**src/rtl/adder_divider.sv**
```systemverilog
// 4-bit unsigned sequential restoring divider: IDLE -> CALC (4 iterations) -> DONE.
// Divide-by-zero bypasses CALC and reports Quotient=4'hF, Remainder=A, DivZero=1.
module adder_divider (
  input  logic       Clk,
  input  logic       Reset,
  input  logic       En,
  input  logic       Start,
  input  logic [3:0] A,
  input  logic [3:0] B,
  output logic [3:0] Quotient,
  output logic [3:0] Remainder,
  output logic       Busy,
  output logic       Done,
  output logic       DivZero
);

  typedef enum logic [1:0] {
    IDLE = 2'd0,
    CALC = 2'd1,
    DONE = 2'd2
  } state_t;

  state_t     state_q, state_d;
  logic [1:0] cnt_q, cnt_d;
  logic [4:0] prem_q, prem_d;
  logic [3:0] dvd_q, dvd_d;
  logic [3:0] dvs_q, dvs_d;
  logic [2:0] qacc_q, qacc_d;
  logic [3:0] quo_q, quo_d;
  logic [3:0] rem_q, rem_d;
  logic       dz_q, dz_d;

  logic [4:0] trial;
  logic [5:0] diff;
  logic       qbit;
  logic [4:0] prem_next;

  always_comb begin
    // Shift the partial remainder left and bring in the next dividend bit;
    // prem_q[4] set would mean the shifted value already exceeds any divisor.
    trial     = {prem_q[3:0], dvd_q[3]};
    diff      = {1'b0, trial} - {2'b00, dvs_q};
    qbit      = prem_q[4] | ~diff[5];
    prem_next = qbit ? diff[4:0] : trial;

    state_d = state_q;
    cnt_d   = cnt_q;
    prem_d  = prem_q;
    dvd_d   = dvd_q;
    dvs_d   = dvs_q;
    qacc_d  = qacc_q;
    quo_d   = quo_q;
    rem_d   = rem_q;
    dz_d    = dz_q;

    if (En) begin
      unique case (state_q)
        IDLE: begin
          if (Start) begin
            if (B != 4'd0) begin
              dvd_d   = A;
              dvs_d   = B;
              prem_d  = '0;
              qacc_d  = '0;
              cnt_d   = '0;
              state_d = CALC;
            end else begin
              quo_d   = '1;
              rem_d   = A;
              dz_d    = 1'b1;
              state_d = DONE;
            end
          end
        end
        CALC: begin
          prem_d = prem_next;
          dvd_d  = {dvd_q[2:0], 1'b0};
          qacc_d = {qacc_q[1:0], qbit};
          cnt_d  = cnt_q + 2'd1;
          if (cnt_q == 2'd3) begin
            quo_d   = {qacc_q, qbit};
            rem_d   = prem_next[3:0];
            dz_d    = 1'b0;
            state_d = DONE;
          end
        end
        DONE: begin
          state_d = IDLE;
        end
        default: begin
          state_d = IDLE;
        end
      endcase
    end
  end

  always_ff @(posedge Clk) begin
    if (Reset) begin
      state_q <= IDLE;
      cnt_q   <= '0;
      prem_q  <= '0;
      dvd_q   <= '0;
      dvs_q   <= '0;
      qacc_q  <= '0;
      quo_q   <= '0;
      rem_q   <= '0;
      dz_q    <= 1'b0;
    end else begin
      state_q <= state_d;
      cnt_q   <= cnt_d;
      prem_q  <= prem_d;
      dvd_q   <= dvd_d;
      dvs_q   <= dvs_d;
      qacc_q  <= qacc_d;
      quo_q   <= quo_d;
      rem_q   <= rem_d;
      dz_q    <= dz_d;
    end
  end

  assign Quotient  = quo_q;
  assign Remainder = rem_q;
  assign DivZero   = dz_q;
  assign Busy      = (state_q == CALC);
  assign Done      = (state_q == DONE);

endmodule

```
**config.mk**
```make
export PLATFORM = sky130hd
export DESIGN_NAME = adder_divider
export DESIGN_NICKNAME = d
export VERILOG_FILES = /design/src/rtl/adder_divider.sv
export SDC_FILE = /design/constraint.sdc
export NUM_CORES = 1
export LEC_CHECK = 0
export ABC_CLOCK_PERIOD_IN_PS = 1700
export CORE_MARGIN = 2
export CORE_UTILIZATION = 45
export CTS_BUF_LIST = sky130_fd_sc_hd__clkbuf_2
export CTS_CLUSTER_DIAMETER = 60
export DETAILED_ROUTE_END_ITERATION = 10
export GPL_TIMING_DRIVEN = 0
export PLACE_DENSITY_LB_ADDON = 0.05
export SLEW_MARGIN = 0
export SYNTH_ARGS = -nofsm -noshare
export SYNTH_HDL_FRONTEND = slang
export SYNTH_SLANG_ARGS = --single-unit
```
**constraint.sdc**
```tcl
create_clock -name Clk -period 1.7 [get_ports Clk]
set_input_delay 0.17 -clock Clk [delete_from_list [all_inputs] [get_ports Clk]]
set_output_delay 0.17 -clock Clk [all_outputs]
set_load 0.01 [all_outputs]
```
==> impl_results.md, run 1 <==
- Final hold vios: 0
- TritonCTS clock tree: done
- Ys flop type: dfxtp_1
- Share of cells above drive strength 1: 28.2%
- Largest family of logic cells by synthesized area: simple AND/OR/NAND/NOR gates
- Hold WC Path Type: in2reg
- Antenna diodes: 0
- Worst hold stages: 3
- Layout area overhead: 32.7%
- Initial antenna violation count: 0
- Post-layout util: between 60% and 70%
- Synth Area in XOR/XNOR: 0.586%
- Fmax achieved: 559 MHz
- Rel. slew slack: 62.2%
- Fill count: 296
- Seq/Total Area, Yosys: 38.8%
- Syn_nets: 190
- Via density: 5.41
- IO buf count: 22
- R2r endpoint: Remainder[3]
- Core area: 3100 um2
- Clock latency on the worst-skew pair: 0.37 ns
- Final hold slack: 0.406 ns
- Startpoint types: register
- Netlist cell types: 50
- GRT overflow: 0
- Slew @ Worst Pin: 0.567 ns
- Via Count: approximately 1400
- Critical Path, Cell by Cell: inv_4 -> ha_4 -> nor2b_4 -> o311a_4 -> or3_4 -> a311oi_2
- NumNets Final: 223
- Die area: 3800 um2
- Register area: 596 um2
- Final wirelength: 3560 um
- Final Cycle Share: 105%
- Post-Synth Adder-Cell Area: 5.52%
- Max-slew violation count: 0
- Peak VDD IR: 452 uV
- Max cap viols: 0
- Max FO, Critical Path: 5
- P per Cell Area: 702 nW/um2
- CP peak stage delay: ~0.40 ns
- R2R Setup Slk: -0.09 ns
- Post-synth EDFFs: 0
- Drt pass-1 iters: 4
- CP endpoint kind: register
- Worst-case clock buffer depth: 2
- Die width: 61.6 um
- # rows: 20
- Fin Clk Skew: 0.0159 ns
- Post-DRT Antenna Nets: 0
- Main area contributors after synthesis: dfxtp_1 (39%), nor2_1 (7.0%), ha_1 (4.2%)
- DR DRC count: 0
- FF-to-FF Start: dvs_q[1]
- Slowest cell on crit path: dfxtp_4
- Synth Register Bits: 29
- Crit path DAT: 2.07 ns
- RSZ-0062 raised after global routing: yes
- Mux share of post-synthesis cell area: 3.43%
- Mapped Area: between 1000 and 1500 um2
- Starting density of the core: approximately half
- Complex-gate fraction of the synthesized area: 19.9%
- H-tree Lvls: 2
- Total leakage power: 0.752 nW
- CTS Buf Count: 5
- DR WL/cell: approximately 14 um
- Synth area leader: dfxtp_1
- Most frequent cells after synthesis: dfxtp_1 (29), nor2_1 (28), nand2_1 (13)
- Syn Area/Cell: a little under 9 um2
- GPL Wtd Cong: slightly above 0.8
- Period minus WS final: 1.79 ns
- Hold Path End: dvd_q[2]
- Worst Hold Launch: A[2]
- Kind of critical path: reg2reg
- Iteration-0 DRC Markers: 62
- Post-synth top area share: 38.8%
- Multi-input gate area: 956 um2
- Reg2reg path depth: 6
- Final setup margin: -0.0888 ns
- Largest net degree at the start of global routing: 11
- Status: complete, but fails checks
- Most common cell in the synthesized netlist: dfxtp_1
- Cells after Synth: 172
- Violated checks: negative setup slack
- Worst path required time: just under 2 ns
- Final setup vio count: 3
- CTS root buffer: clkbuf_2
- First-pass GRT wire length: 5810 um
- HPWL Detailed: 2550 um
- CTS clk-pin slew, worst paths: about 0.14 ns
- TritonCTS sink count: 29
- # IOs: 23
- Vias in the first global route: 1190
- Chip height: roughly 62 um
- Total GRT Usage: 21.7%
- Post-synthesis simple-gate area fraction: 26.2%
- Synthesis Warnings: 0
- Async SR Flop Fraction: 0%
## layer usage
metal	wire, um	global-route usage (%)	part of all wire, %
met1	1580	28.2	44
met2	1670	32.9	47
met3	218	6.51	6.1
met4	89	10.0	2.5
met5	0	0	0
## cell type report
class | count | share of cell area [%]
repair buffers | 26 | 12.5
flip-flops and latches | 29 | 30.0
inverters | 7 | 1.58
plain buffers | 8 | 3.03
multi-input cells | 128 | 48.2
clock buffers | 5 | 1.26
well taps | 44 | 2.77
clock inverters | 3 | 0.631
## metrics by stage
stage	setup WS, ns	instances	TNS (ns)	total power, mW	cell area, um2
final	-0.0888	250	-0.180	1.39	1980
after global routing	-0.174	250	-0.761	1.47	1980
after CTS	-0.0981	250	-0.254	1.39	1960
after detailed placement	-0.375	238	-6.68	0.999	1800
after global placement	-0.352	238	-6.06	0.991	1800
after floorplan	-0.0762	172	-0.190	0.912	1530
## critical path: cells and delay by family, from the launching register on
kind	cells	cell delay, ns
simple gates	2	0.54
fa+ha+maj	1	0.22
buf+inv	1	0.04
flops	1	0.40
compound gates	2	0.53
## power by group
part	internal (mW)	switching (mW)
Sequential	0.702	0.0207
Clock	0.0898	0.244
Combinational	0.165	0.173
## kinds of logic after synthesis
logic type	Yosys count
adder cells (fa/ha/maj)	6
AO/OA/AOI/OAI	39
flip-flops	29
buffers and inverters	15
XOR/XNOR	1
AND/OR/NAND/NOR	77
multiplexers	5
## placed cells by master (no fill, tap or decap), types with 4 or more instances in the layout
cell type,synthesis,routed
a21oi_1,12,8
a21oi_2,0,4
a22oi_1,4,4
a311oi_1,4,4
buf_4,0,4
clkbuf_2,0,5
clkdlybuf4s50_1,0,21
dfxtp_1,29,21
dfxtp_2,0,6
inv_1,6,4
mux2i_1,4,4
nand2_1,13,12
nand2b_1,5,5
nor2_1,28,26
nor2_2,2,4
nor3_1,8,7
## state kept, by name, indices dropped and copies added, names as in the netlist
register,count
cnt_q,2
Quotient,4
qacc_q,3
dvs_q,4
prem_q,5
dvd_q,4
Remainder,4
DivZero,1
state_q,2
## worst max path at each step
stage,from,to,cells after the start
after global placement,B[3],Remainder[0],5
after CTS,dvs_q[1],Remainder[3],6
final,dvs_q[1],Remainder[3],6
after global routing,dvs_q[1],Remainder[3],6
after floorplan,dvs_q[1],Remainder[3],6
after detailed placement,B[3],Remainder[0],5
## timing repair
action / 4_1_cts / 5_1_grt
pin swaps: 9 / 4
endpoints found under the setup margin: 15 / 16
gates resized for setup: 25 / 9
buffers inserted: 5 / 0
hold buffers: 0 / 0
No activity file was read; power rests on OpenSTA's default activity.
==> run 2: changes to the inputs <==
--- a/config.mk
+++ b/config.mk
@@ -12,6 +12,7 @@
 export CTS_CLUSTER_DIAMETER = 60
 export DETAILED_ROUTE_END_ITERATION = 10
 export GPL_TIMING_DRIVEN = 0
+export MAX_ROUTING_LAYER = met4
 export PLACE_DENSITY_LB_ADDON = 0.05
 export SLEW_MARGIN = 0
 export SYNTH_ARGS = -nofsm -noshare
==> impl_results.md, run 2 (same netlist as run 1, synthesis figures left out) <==
- Antenna diodes: 0 (unchanged)
- Die width: 61.6 um (unchanged)
- Status: complete, but fails checks (unchanged)
- Final hold vios: 0 (unchanged)
- Clock latency on the worst-skew pair: 0.37 ns (about the same)
- Core area: 3100 um2 (unchanged)
- Startpoint types: register (unchanged)
- Fmax achieved: 561 MHz (was 559 MHz)
- Most common cell after layout, fill and taps aside: nor2_1 (unchanged)
- Initial antenna violation count: 0 (unchanged)
- Final setup margin: -0.0832 ns (was -0.0888 ns)
- Final wirelength: 3540 um (was 3560 um)
- GPL Wtd Cong: 0.833 (was 0.821)
- Max-slew violation count: 0 (unchanged)
- Max cap viols: 0 (unchanged)
- Post-DRT Antenna Nets: 0 (unchanged)
- Die area: 3800 um2 (unchanged)
- Period minus WS final: 1.78 ns (was 1.79 ns)
- TritonCTS sink count: 29 (unchanged)
- Total GRT Usage: 22.4% (was 21.7%)
- HPWL Detailed: 2550 um (unchanged)
- Violated checks: negative setup slack (unchanged)
- RSZ-0062 raised after global routing: yes (unchanged)
- CTS Buf Count: 5 (unchanged)
- Peak VDD IR: 451 uV (was 452 uV)
- First-pass GRT wire length: 5800 um (was 5810 um)
- CTS root buffer: clkbuf_2 (unchanged)
- Via density: 5.41 (unchanged)
- Max reg flops: 5 (unchanged)
- Worst slack, placed: -0.375 ns (unchanged)
- TritonCTS clock tree: done (unchanged)
- Post-layout util: 64.0% (unchanged)
- Slew @ Worst Pin: 0.569 ns (was 0.567 ns)
- CTS clk-pin slew, worst paths: 0.14 ns (about the same)
- Reg with most FFs: prem_q (unchanged)
- Share of cells above drive strength 1: 28.2% (unchanged)
- Worst-case clock buffer depth: 2 (unchanged)
- Design area: 1980 um2 (unchanged)
- Max FO, Critical Path: 5 (unchanged)
- P per Cell Area: 703 nW/um2 (was 702 nW/um2)
- Final Cycle Share: 105% (about the same)
- Placed Area: 1800 um2 (unchanged)
- Final setup vio count: 4 (was 3)
- Hold WC Path Type: in2reg (unchanged)
- # IOs: 23 (unchanged)
- Largest net degree at the start of global routing: 11 (unchanged)
- Kind of critical path: reg2reg (unchanged)
- Chip height: 61.6 um (unchanged)
- DR WL/cell: 14.2 um (was 14.3 um)
- CP peak stage delay: 0.40 ns (about the same)
- Vias in the first global route: 1191 (was 1190)
- Drt pass-1 iters: 4 (unchanged)
- IO buf count: 22 (unchanged)
- Crit path DAT: 2.07 ns (about the same)
- Slowest cell on crit path: dfxtp_4 (unchanged)
- Rel. slew slack: 62.0% (was 62.2%)
- Total leakage power: 0.752 nW (unchanged)
- GRT overflow: 0 (unchanged)
- H-tree Lvls: 2 (unchanged)
- Starting density of the core: 48.2% (unchanged)
- Most frequent cells in the layout: nor2_1 (26), dfxtp_1 (21), clkdlybuf4s50_1 (21) (unchanged)
- DR DRC count: 0 (unchanged)
- Iteration-0 DRC Markers: 54 (was 62)
- CP endpoint kind: register (unchanged)
- Via Count: 1353 (unchanged)
- Hold buffer count at CTS: 0 (unchanged)
- Fin Clk Skew: 0.0191 ns (was 0.0159 ns)
- Layout area overhead: 32.7% (unchanged)
- NumNets Final: 223 (unchanged)
- # rows: 20 (unchanged)
- Critical Path, Cell by Cell: inv_4 -> ha_4 -> nor2b_4 -> o311a_4 -> or3_4 -> a311oi_2 (unchanged)
- Worst path required time: 1.98 ns (about the same)
-- run 2: cell counts in the layout (fill, tap and decap cells not counted) --
Identical to the previous run, type by type.
-- run 2: timing repair --
item / in CTS / in global routing
gates resized for setup: 25 / 9
gates cloned: 0 / 0
setup buffers: 5 / 0
pin swaps: 9 / 4
setup endpoints to repair: 15 / 16
-- run 2: layer usage --
layer  global-route usage (%)  vias to the layer above  wire (um)
li1                         -                      673          -
met1                     28.1                      638       1570
met2                     33.1                       32       1660
met3                     6.51                       10        220
met4                     10.0                        0         89
met5                        -                        -          0
-- run 2: critical path, delay by kind of cell (launching register included) --
kind,cells,cell delay [ns]
AND/OR/NAND/NOR,2,0.53
AO/OA/AOI/OAI,2,0.53
flip-flops,1,0.40
adder cells (fa/ha/maj),1,0.22
buffers and inverters,1,0.04
-- run 2: power by group --
part / internal [mW] / total (mW) / switching [mW] / leakage [nW]
clock network: 0.0898 / 0.335 / 0.246 / 0.0278
registers: 0.702 / 0.722 / 0.0206 / 0.239
logic: 0.164 / 0.337 / 0.172 / 0.485
total: 0.956 / 1.39 / 0.439 / 0.752
-- run 2: through the flow --
stage               total power, mW  hold slack [ns]  setup TNS (ns)  instances
CTS                            1.39            0.397          -0.254        250
global route                   1.47            0.398          -0.761        250
floorplan                     0.912            0.314          -0.190        172
global placement              0.991            0.463           -6.06        238
detailed placement            0.999            0.475           -6.68        238
finish                         1.39            0.403          -0.172        250
-- run 2: final timing paths --
path | start | to | slack [ns] | cells after the start
setup / recovery | dvs_q[1] | Remainder[3] | -0.08 | 6
hold / removal | A[2] | dvd_q[2] | 0.40 | 3
setup reg to reg | dvs_q[1] | Remainder[3] | -0.08 | 6
hold reg to reg | dvd_q[2] | dvd_q[3] | 0.49 | 2
-- run 2: layout make-up --
class / instances / area [um2]
Buffer: 8 / 60.1
Clock buffer: 5 / 25.0
Clock inverter: 3 / 12.5
Fill cell: 296 / 1120
Inverter: 7 / 31.3
Multi-Input combinational cell: 128 / 956
Sequential cell: 29 / 596
Tap cell: 44 / 55.1
Timing Repair Buffer: 26 / 249
==> run 3: changes to the inputs <==
--- a/config.mk
+++ b/config.mk
@@ -14,6 +14,7 @@
 export GPL_TIMING_DRIVEN = 0
 export MAX_ROUTING_LAYER = met4
 export PLACE_DENSITY_LB_ADDON = 0.05
+export SKIP_LAST_GASP = 1
 export SLEW_MARGIN = 0
 export SYNTH_ARGS = -nofsm -noshare
 export SYNTH_HDL_FRONTEND = slang
==> impl_results.md, run 3 (same netlist as run 1, synthesis figures left out) <==
- Status: complete, but fails checks (unchanged)
- Violated checks: negative setup slack (unchanged)
- CP endpoint kind: register (unchanged)
- # rows: 20 (unchanged)
- Max cap viols: 0 (unchanged)
- NumNets Final: 223 (unchanged)
- Vias in the first global route: 1193 (was 1191)
- Comb power frac: 24.1% (about the same)
- Drt pass-1 iters: 4 (unchanged)
- Die area: 3800 um2 (unchanged)
- Total leakage power: 0.751 nW (was 0.752 nW)
- Flop pwr share: 51.7% (was 51.8%)
- Reg with most FFs: prem_q (unchanged)
- Startpoint types: register (unchanged)
- CTS root buffer: clkbuf_2 (unchanged)
- Largest net degree at the start of global routing: 11 (unchanged)
- Final setup margin: -0.0840 ns (was -0.0832 ns)
- First-pass GRT wire length: 5800 um (unchanged)
- Cell Int Power: 0.956 mW (about the same)
- P per Cell Area: 704 nW/um2 (was 703 nW/um2)
- Max reg flops: 5 (unchanged)
- Clock power share: 24.2% (was 24.1%)
- Setup TNS: -0.159 ns (was -0.172 ns)
- Total GRT Usage: 22.4% (unchanged)
- Final Cycle Share: 105% (about the same)
- Via density: 5.42 (was 5.41)
- Rel. slew slack: 62.1% (was 62.0%)
- Most common cell after layout, fill and taps aside: nor2_1 (unchanged)
- Via Count: 1354 (was 1353)
- Fmax achieved: 561 MHz (about the same)
- Layout area overhead: 32.7% (unchanged)
- TritonCTS sink count: 29 (unchanged)
- Final setup vio count: 3 (was 4)
- Fin Clk Skew: 0.0187 ns (was 0.0191 ns)
- # IOs: 23 (unchanged)
- Peak VDD IR: 452 uV (was 451 uV)
- GRT overflow: 0 (unchanged)
- Post-DRT Antenna Nets: 0 (unchanged)
- Final hold vios: 0 (unchanged)
- Max-slew violation count: 0 (unchanged)
- Iteration-0 DRC Markers: 54 (unchanged)
- Die width: 61.6 um (unchanged)
- Most frequent cells in the layout: nor2_1 (26), dfxtp_1 (21), clkdlybuf4s50_1 (21) (unchanged)
- Period minus WS final: 1.78 ns (about the same)
- Clock latency on the worst-skew pair: 0.38 ns (was 0.37 ns)
- RSZ-0062 raised after global routing: yes (unchanged)
- Chip height: 61.6 um (unchanged)
- Slew @ Worst Pin: 0.568 ns (was 0.569 ns)
- Worst path required time: 1.99 ns (was 1.98 ns)
- Sw Share: 31.6% (was 31.5%)
- IO buf count: 22 (unchanged)
- Hold WC Path Type: in2reg (unchanged)
- Share of cells above drive strength 1: 28.6% (was 28.2%)
- Starting density of the core: 48.2% (unchanged)
- Kind of critical path: reg2reg (unchanged)
- Worst-case clock buffer depth: 2 (unchanged)
- Sw power: 0.441 mW (was 0.439 mW)
- HPWL Detailed: 2550 um (unchanged)
- CTS Buf Count: 5 (unchanged)
- TritonCTS clock tree: done (unchanged)
- Initial antenna violation count: 0 (unchanged)
- CTS clk-pin slew, worst paths: 0.17 ns (was 0.14 ns)
- Core area: 3100 um2 (unchanged)
- Crit path DAT: 2.07 ns (about the same)
- Max FO, Critical Path: 5 (unchanged)
- GPL Wtd Cong: 0.833 (unchanged)
- Antenna diodes: 0 (unchanged)
- DR DRC count: 0 (unchanged)
- DR WL/cell: 14.2 um (about the same)
- Final wirelength: 3560 um (was 3540 um)
- H-tree Lvls: 2 (unchanged)
- Total power: 1.40 mW (was 1.39 mW)
- Hold buffer count at CTS: 0 (unchanged)
run 3: cell counts in the layout (fill, tap and decap cells not counted):
Identical to the previous run, type by type.
run 3: area by class of cell:
class	count	area (um2)
multi-input cells	128	956
fillers	296	1120
inverters	7	31.3
plain buffers	8	60.1
repair buffers	26	249
flip-flops and latches	29	596
clock inverters	3	12.5
well taps	44	55.1
clock buffers	5	25.0
run 3: path summary, 6_finish.rpt:
path	start	to	slack (ns)	depth (start not counted)
max	dvs_q[1]	Remainder[3]	-0.08	6
min	B[2]	dvs_q[2]	0.40	3
max reg2reg	dvs_q[1]	Remainder[3]	-0.08	6
min reg2reg	dvd_q[2]	dvd_q[3]	0.49	2
run 3: what timing repair did:
item,in CTS,in global routing
setup buffers,5,0
gates resized for setup,25,10
pin swaps,8,4
setup endpoints to repair,15,16
run 3: power by group through the flow:
stage               clock network, mW  registers [mW]  logic (mW)
finish                          0.338           0.722       0.337
global route                    0.373           0.725       0.368
CTS                             0.342           0.723       0.327
detailed placement                  0           0.736       0.263
global placement                    0           0.735       0.256
floorplan                           0           0.731       0.181
run 3: per-stage QoR:
stage | setup WS, ns | utilization [%] | cells | area [um2] | hold slack, ns
final | -0.0840 | 64.0 | 250 | 1980 | 0.399
after global routing | -0.174 | 64.0 | 250 | 1980 | 0.398
after CTS | -0.0981 | 63.1 | 250 | 1960 | 0.397
after detailed placement | -0.375 | 58.1 | 238 | 1800 | 0.475
after global placement | -0.352 | 58.1 | 238 | 1800 | 0.463
after floorplan | -0.0762 | - | 172 | 1530 | 0.314
run 3: layer usage:
layer | vias to the layer above | track usage [%] | share of wire [%]
met1 | 632 | 28.1 | 44
li1 | 673 | - | -
met3 | 10 | 6.51 | 7.1
met5 | - | - | 0
met2 | 39 | 33.1 | 47
met4 | 0 | 10.0 | 2.5
run 3: critical path, cell delays in order (launching register included):
cell      delay (ns)
dfxtp_4         0.40
inv_4           0.04
ha_4            0.22
nor2b_4         0.14
o311a_4         0.34
or3_4           0.40
a311oi_2        0.19
